[config.mk]
export PLATFORM = sky130hd
export DESIGN_NAME = deserializer_align
export DESIGN_NICKNAME = d
export VERILOG_FILES = /design/src/rtl/deserializer_align.sv
export SDC_FILE = /design/constraint.sdc
export NUM_CORES = 1
export LEC_CHECK = 0
export ABC_AREA = 1
export CAP_MARGIN = 10
export CORE_UTILIZATION = 38
export CTS_CLUSTER_DIAMETER = 80
export DETAILED_ROUTE_END_ITERATION = 16
export PLACE_DENSITY_LB_ADDON = 0.1
export RECOVER_POWER = 25
export SYNTH_ARGS = -nofsm -noshare
export SYNTH_HDL_FRONTEND = slang
export SYNTH_SLANG_ARGS = --single-unit
[constraint.sdc]
create_clock -name fclk -period 1.4 [get_ports fclk]
set_input_delay 0.28 -clock fclk [delete_from_list [all_inputs] [get_ports fclk]]
set_output_delay 0.28 -clock fclk [all_outputs]
set_load 0.05 [all_outputs]
[src/rtl/deserializer_align.sv]
// Receive-side deserializer for the 10-bit 8b/10b link: shifts serial bits in MSB first,
// finds the word boundary from K28.5 commas, and emits aligned words with a valid strobe.
module deserializer_align #(
    parameter int         LOCK_CNT   = 3,
    parameter int         UNLOCK_CNT = 4,
    parameter logic [9:0] COMMA_P    = 10'b0011111010,
    parameter logic [9:0] COMMA_N    = 10'b1100000101
) (
    input  logic       fclk,
    input  logic       reset,
    input  logic       si,
    output logic [9:0] dout,
    output logic       dout_valid,
    output logic       is_comma,
    output logic       locked,
    output logic       align_err
);

    localparam int OK_W  = $clog2(LOCK_CNT + 1);
    localparam int ERR_W = $clog2(UNLOCK_CNT + 1);
    localparam logic [OK_W-1:0]  OK_LAST  = OK_W'(LOCK_CNT - 1);
    localparam logic [ERR_W-1:0] ERR_LAST = ERR_W'(UNLOCK_CNT - 1);

    typedef enum logic [1:0] {
        HUNT,
        VERIFY,
        LOCKED
    } state_t;

    state_t           state, state_next;
    logic [9:0]       sr;
    logic [3:0]       bit_cnt, bit_cnt_next;
    logic [OK_W-1:0]  ok_cnt, ok_next;
    logic [ERR_W-1:0] err_cnt, err_next;
    logic             hit, boundary, rephase, misaligned;

    assign hit      = (sr == COMMA_P) || (sr == COMMA_N);
    assign boundary = (bit_cnt == 4'd9);

    // A re-phase makes the current hit cycle the boundary, so the next one is 10 cycles out.
    always_comb begin
        state_next   = state;
        ok_next      = ok_cnt;
        err_next     = err_cnt;
        rephase      = 1'b0;
        misaligned   = 1'b0;
        case (state)
            HUNT: begin
                if (hit) begin
                    rephase = 1'b1;
                    ok_next = OK_W'(1);
                    if (LOCK_CNT == 1) begin
                        state_next = LOCKED;
                        err_next   = '0;
                    end else begin
                        state_next = VERIFY;
                    end
                end
            end
            VERIFY: begin
                if (hit && boundary) begin
                    ok_next = ok_cnt + OK_W'(1);
                    if (ok_cnt == OK_LAST) begin
                        state_next = LOCKED;
                        err_next   = '0;
                    end
                end else if (hit) begin
                    rephase = 1'b1;
                    ok_next = OK_W'(1);
                end
            end
            LOCKED: begin
                if (hit && boundary) begin
                    err_next = '0;
                end else if (hit) begin
                    misaligned = 1'b1;
                    err_next   = err_cnt + ERR_W'(1);
                    if (err_cnt == ERR_LAST) begin
                        state_next = HUNT;
                        ok_next    = '0;
                    end
                end
            end
            default: state_next = HUNT;
        endcase
        if (rephase || boundary) begin
            bit_cnt_next = 4'd0;
        end else begin
            bit_cnt_next = bit_cnt + 4'd1;
        end
    end

    always_ff @(posedge fclk) begin
        if (reset) begin
            state      <= HUNT;
            sr         <= '0;
            bit_cnt    <= '0;
            ok_cnt     <= '0;
            err_cnt    <= '0;
            dout       <= '0;
            dout_valid <= 1'b0;
            is_comma   <= 1'b0;
            locked     <= 1'b0;
            align_err  <= 1'b0;
        end else begin
            state     <= state_next;
            sr        <= {sr[8:0], si};
            bit_cnt   <= bit_cnt_next;
            ok_cnt    <= ok_next;
            err_cnt   <= err_next;
            locked    <= (state == LOCKED);
            align_err <= misaligned;
            if ((state == LOCKED) && boundary) begin
                dout       <= sr;
                dout_valid <= 1'b1;
                is_comma   <= hit;
            end else begin
                dout_valid <= 1'b0;
                is_comma   <= 1'b0;
            end
        end
    end

endmodule

# Yosys cells after proc, flatten, opt, wreduce, memory -nomap -nowiden
# Cells that the tools add are included.
[totals]
reg_bits = 35
input_bits = 3
out_inout_bits = 14
word_cells = 61
[op_classes]
add_sub_neg = 3
eq_ne = 14
mux = 19
bitwise_logic = 2
reduce_logical = 13
[op_table]
columns = ["operator", "count"]
rows = [
  ["$mux 2", 8],
  ["$mux 3", 4],
  ["$ne 2x2->1 const B", 6],
  ["$pmux 2 s3", 2],
  ["$eq 10x10->1 const B", 1],
  ["$eq 10x8->1 const B", 1],
  ["$reduce_and 4->1", 2],
  ["$pmux 3 s2", 1],
  ["$reduce_and 6->1", 1],
  ["$reduce_or 2->1", 3],
  ["$add 4x1->4 const B", 1],
  ["$eq 2x2->1 const B", 2],
  ["$eq 4x4->1 const B", 1],
  ["$add 3x1->3 const B", 1],
  ["$eq 3x2->1 const B", 1],
  ["$mux 1", 3],
  ["$ne 3x3->1 const B", 1],
  ["$reduce_bool 3->1", 1],
  ["$add 2x1->2 const B", 1],
  ["$eq 2x1->1 const B", 1],
  ["$logic_and 1x1->1", 2],
  ["$logic_not 2->1", 1],
  ["$logic_or 1x1->1", 2],
  ["$not 1->1", 2],
  ["other kinds (2)", 2],
]

# Longest topological paths before layout
[depth]
depth_word = 7
depth_mapped = 12

# Worst setup path before layout
# Ideal clock, no wire load.
[synth_timing]
path_type = "reg2reg"
start = "register state[0]"
end = "register ok_cnt[1]"
setup_ns = 0.113
t_arrival_ns = 1.269
t_required_ns = 1.287
setup_slack_ns = 0.019
stages_incl_launch_ff = 10
n_path_buf = 1
synth_period_minus_slack_ns = 1.381
cell_sequence = "dfxtp_1 > inv_1 > ha_1 > buf_2 > inv_1 > nor2_1 > nor2_1 > nand2_1 > nor2_1 > nor2_1"
[synth_between]
elab_chain_len = 3
word_cells_on_any_way = 9
classes_between = "eq/ne: 5; mux: 1; reduce/logical: 3"
[synth_rtl]
columns = ["item", "line_no", "text"]
rows = [
  ["from (decl)", "30", "state_t state, state_next;"],
  ["from (signal assigned)", "106", "state <= state_next;"],
  ["$eq 2x2->1, or another cell as far along", "47", "case (state)"],
  ["$ne 2x2->1 (no line) or $reduce_bool 3->1 (tied branches)", "-", ""],
  ["$reduce_and 4->1 (no line)", "-", ""],
  ["to (signal assigned)", "109", "ok_cnt <= ok_next;"],
  ["to (decl)", "33", "logic [OK_W-1:0] ok_cnt, ok_next;"],
]
# Parallel ways exist; a longest one is shown, timed or not.
# A chain may end at the register's enable or synchronous reset.

# Final worst setup path
[layout_timing]
start = "register sr[8]"
end = "register state[1]"
[layout_between]
elab_chain_len = 5
word_cells_on_any_way = 9
classes_between = "eq/ne: 6; reduce/logical: 3"
[layout_rtl]
columns = ["item", "line_no", "text"]
rows = [
  ["from (decl)", "31", "logic [9:0] sr;"],
  ["from (signal assigned)", "107", "sr <= {sr[8:0], si};"],
  ["$eq 10x8->1 or $eq 10x10->1 (tied branches)", "37", "assign hit = (sr == COMMA_P) || (sr == COMMA_N);"],
  ["$logic_or 1x1->1 (*)", "37", ""],
  ["$logic_and 1x1->1", "61, 73", ""],
  ["$ne 2x2->1 (no line)", "-", ""],
  ["$reduce_and 6->1 (no line) (*)", "-", ""],
]
# Every way passes the cells marked *; elsewhere a longest branch is shown, timed or not.

==> reports/metrics.yaml <==
yosys:
  yosysTopAreaCell: "dfxtp_1"
  syn_inst: 216
  syn_area_um2: 1630
  yosysUniqueCellTypes: 28
  avgSynthCellArea_um2: 7.54
  synth.area.top_cells: "dfxtp_1 43%, nor2_1 9.0%, nand2_1 8.8%"
  synth_seq_cells: 35
  synth_top_cell_area_share: 0.430
  yosysSeqAreaShare: 0.430
  ys_warn_count: 0
  syn-num-nets: 228
flow_run:
  max_cap_violations: 0
critical_path:
  reg2reg_from: "sr[8]"
  cp.depth: 10
  crit_type: "flop to flop"
  path_cells: "inv_1 > nand2_2 > nor2_2 > nand3_2 > nand2_4 > nand2_4 > a21oi_1 > nor2_2 > nor2_1 > nor2_1"
  critPathMaxFanout: 7
  path_delay_family: "simple AND/OR/NAND/NOR gates"
  crit_path_start: "sr[8]"
  critPathSlowestCell: "dfxtp_2"
  start_kind: "flop"
  endpoint_kind: "flop"
  r2r_slack_ns: 0.03
  slowest_delay_ns: 0.33
  path_buf_inv: 1
  r2r_cells: 10
  crit_required_ns: 1.58
  arrival_ns: 1.55
  r2r_end: "state[1]"
  crit_path_end: "state[1]"
timing:
  relSlewSlack: 0.818
  finalSetupTns_ns: 0
  setup_violations: 0
  finalHoldViolations: 0
  slew_violations: 0
  min_period_over_period: 0.976
  whs_ns: 0.447
  fmax_mhz: 732
  grt_setup_unrepaired: "true"
  min_period_ns: 1.37
  clock_skew_ns: 0.00371
  tightest_slew_ns: 0.270
  setup_ws_ns: 0.0343
final_layout:
  fin_util: 0.560
  mostFrequentLayoutCells: "37 x nor2_1, 32 x nand2_1, 25 x dfxtp_1"
  fin_cells: 295
  diodes: 0
  drive_gt1_frac: 0.327
  final-seq-area_um2: 718
  fillCellCount: 365
  multi_input_area_um2: 846
  layout_commonest_cell: "nor2_1"
  fin_area_um2: 2270
  areaGrowthSynthToFinish_pct: 39.5
  nNetsFinal: 256
place:
  placed_cells: 284
  postPlaceCellArea_um2: 2070
  place_congestion: 0.887
  dp_hpwl_mm: 2.27
  place_worst_setup_slack_ns: 0.0121
  port_buffers: 16
grt:
  first_global_vias: 1168
  grt_max_degree: 24
  grt_antenna_before_repair: 0
  grt_pass1_wl_mm: 5.24
  grt_overflow: 0
  grt_usage: 0.156
clocking:
  cts_tree: "done"
  clkTransAtPathRegs_ns: 0.07
  numCtsBuffers: 5
  clk_latency_ns: 0.28
  cts_buffer_depth: 2
  clock-root-buffer: "clkbuf_8"
  cts_num_sinks: 35
  h-tree-depth: 2
floorplanning:
  rows: 23
  chipHeight_um: 67.5
  coreArea_um2: 4060
  dieArea_um2: 4550
  initial_utilization: 0.401
  ios: 17
  die_x_um: 67.5
min_path:
  worstHoldPathCells: 2
  hp-class: "flop to flop"
detailed_routing:
  vias: 1370
  drt-vias-per-instance: 4.64
  drt_wl_total_mm: 3.10
  routedWlPerCell_um: 10.5
  drtIter0Drc: 117
  final_antenna_net_count: 0
  first_pass_iters: 4
  drcViolationCount: 0
power_and_ir_drop:
  leakage_nw: 0.932
  ir_drop_mv: 0.646
  power_density_nw_per_um2: 1220
  total_power_mw: 2.76
outcome:
  status: "complete, no violations"
-- area by class of cell --
class,count,share of cell area
clock inverter,3,0.0193
clock buffer,5,0.0303
multi-input combinational,146,0.372
timing repair buffer,28,0.188
inverter,28,0.0463
tap,50,0.0275
sequential,35,0.316
-- worst reg2reg max path, delay by kind of cell, from the launching register on --
| family | cells | cell delay [ns] |
|---|---|---|
| buf+inv | 1 | 0.08 |
| simple gates | 8 | 0.69 |
| flops | 1 | 0.33 |
| compound gates | 1 | 0.16 |
-- synth_stat cells, drive strengths merged --
cell type and number:
nor4 1, buf 2, dfxtp 35, a21oi 15, nand3b 2, xnor2 1
clkbuf 5, xor2 1, o21bai 1, nor2 44, inv 28, nand2 44
o21ai 4, ha 9, nor3 1, nand4 2, nand3 21
-- cell families (layout without fill, tap and decap cells) --
logic type / after synthesis / in the layout / share of synthesized area
flops: 35 / 35 / 0.430
simple gates: 115 / 115 / 0.336
fa+ha+maj: 9 / 9 / 0.0691
compound gates: 20 / 20 / 0.0722
buf+inv: 35 / 64 / 0.0814
xor+xnor: 2 / 2 / 0.0108
-- how the worst min path moves through the flow --
stage	start	endpoint	slack (ns)
6_report	sr[3]	sr[4]	0.45
4_1_cts	sr[3]	sr[4]	0.46
5_1_grt	sr[3]	sr[4]	0.47
3_5_place_dp	sr[3]	sr[4]	0.45
2_1_floorplan	si	sr[0]	0.39
3_3_place_gp	sr[3]	sr[4]	0.45
-- registers in the layout, summed over array words and instances, names as in the netlist --
register    cells
state           2
is_comma        1
sr             10
ok_cnt          2
locked          1
dout           10
align_err       1
err_cnt         3
bit_cnt         4
dout_valid      1
-- layer usage --
metal,up-vias,GRT usage,share of wire
met2,19,0.234,0.44
met3,5,0.0473,0.024
met5,-,0,0
li1,733,-,-
met4,0,0.0585,0.015
met1,613,0.207,0.52
-- power breakdown --
part	total (mW)	internal (mW)	switching (mW)
clock	0.904	0.530	0.374
sequential	1.12	1.06	0.0520
combinational	0.744	0.321	0.423
total	2.76	1.91	0.848
-- timing repair --
item	4_1_cts	5_1_grt
buffers inserted	1	2
hold buffers	0	0
setup endpoints to repair	1	8
resized for setup	2	29
pin swaps	1	6
No activity file was read; power rests on OpenSTA's default activity.
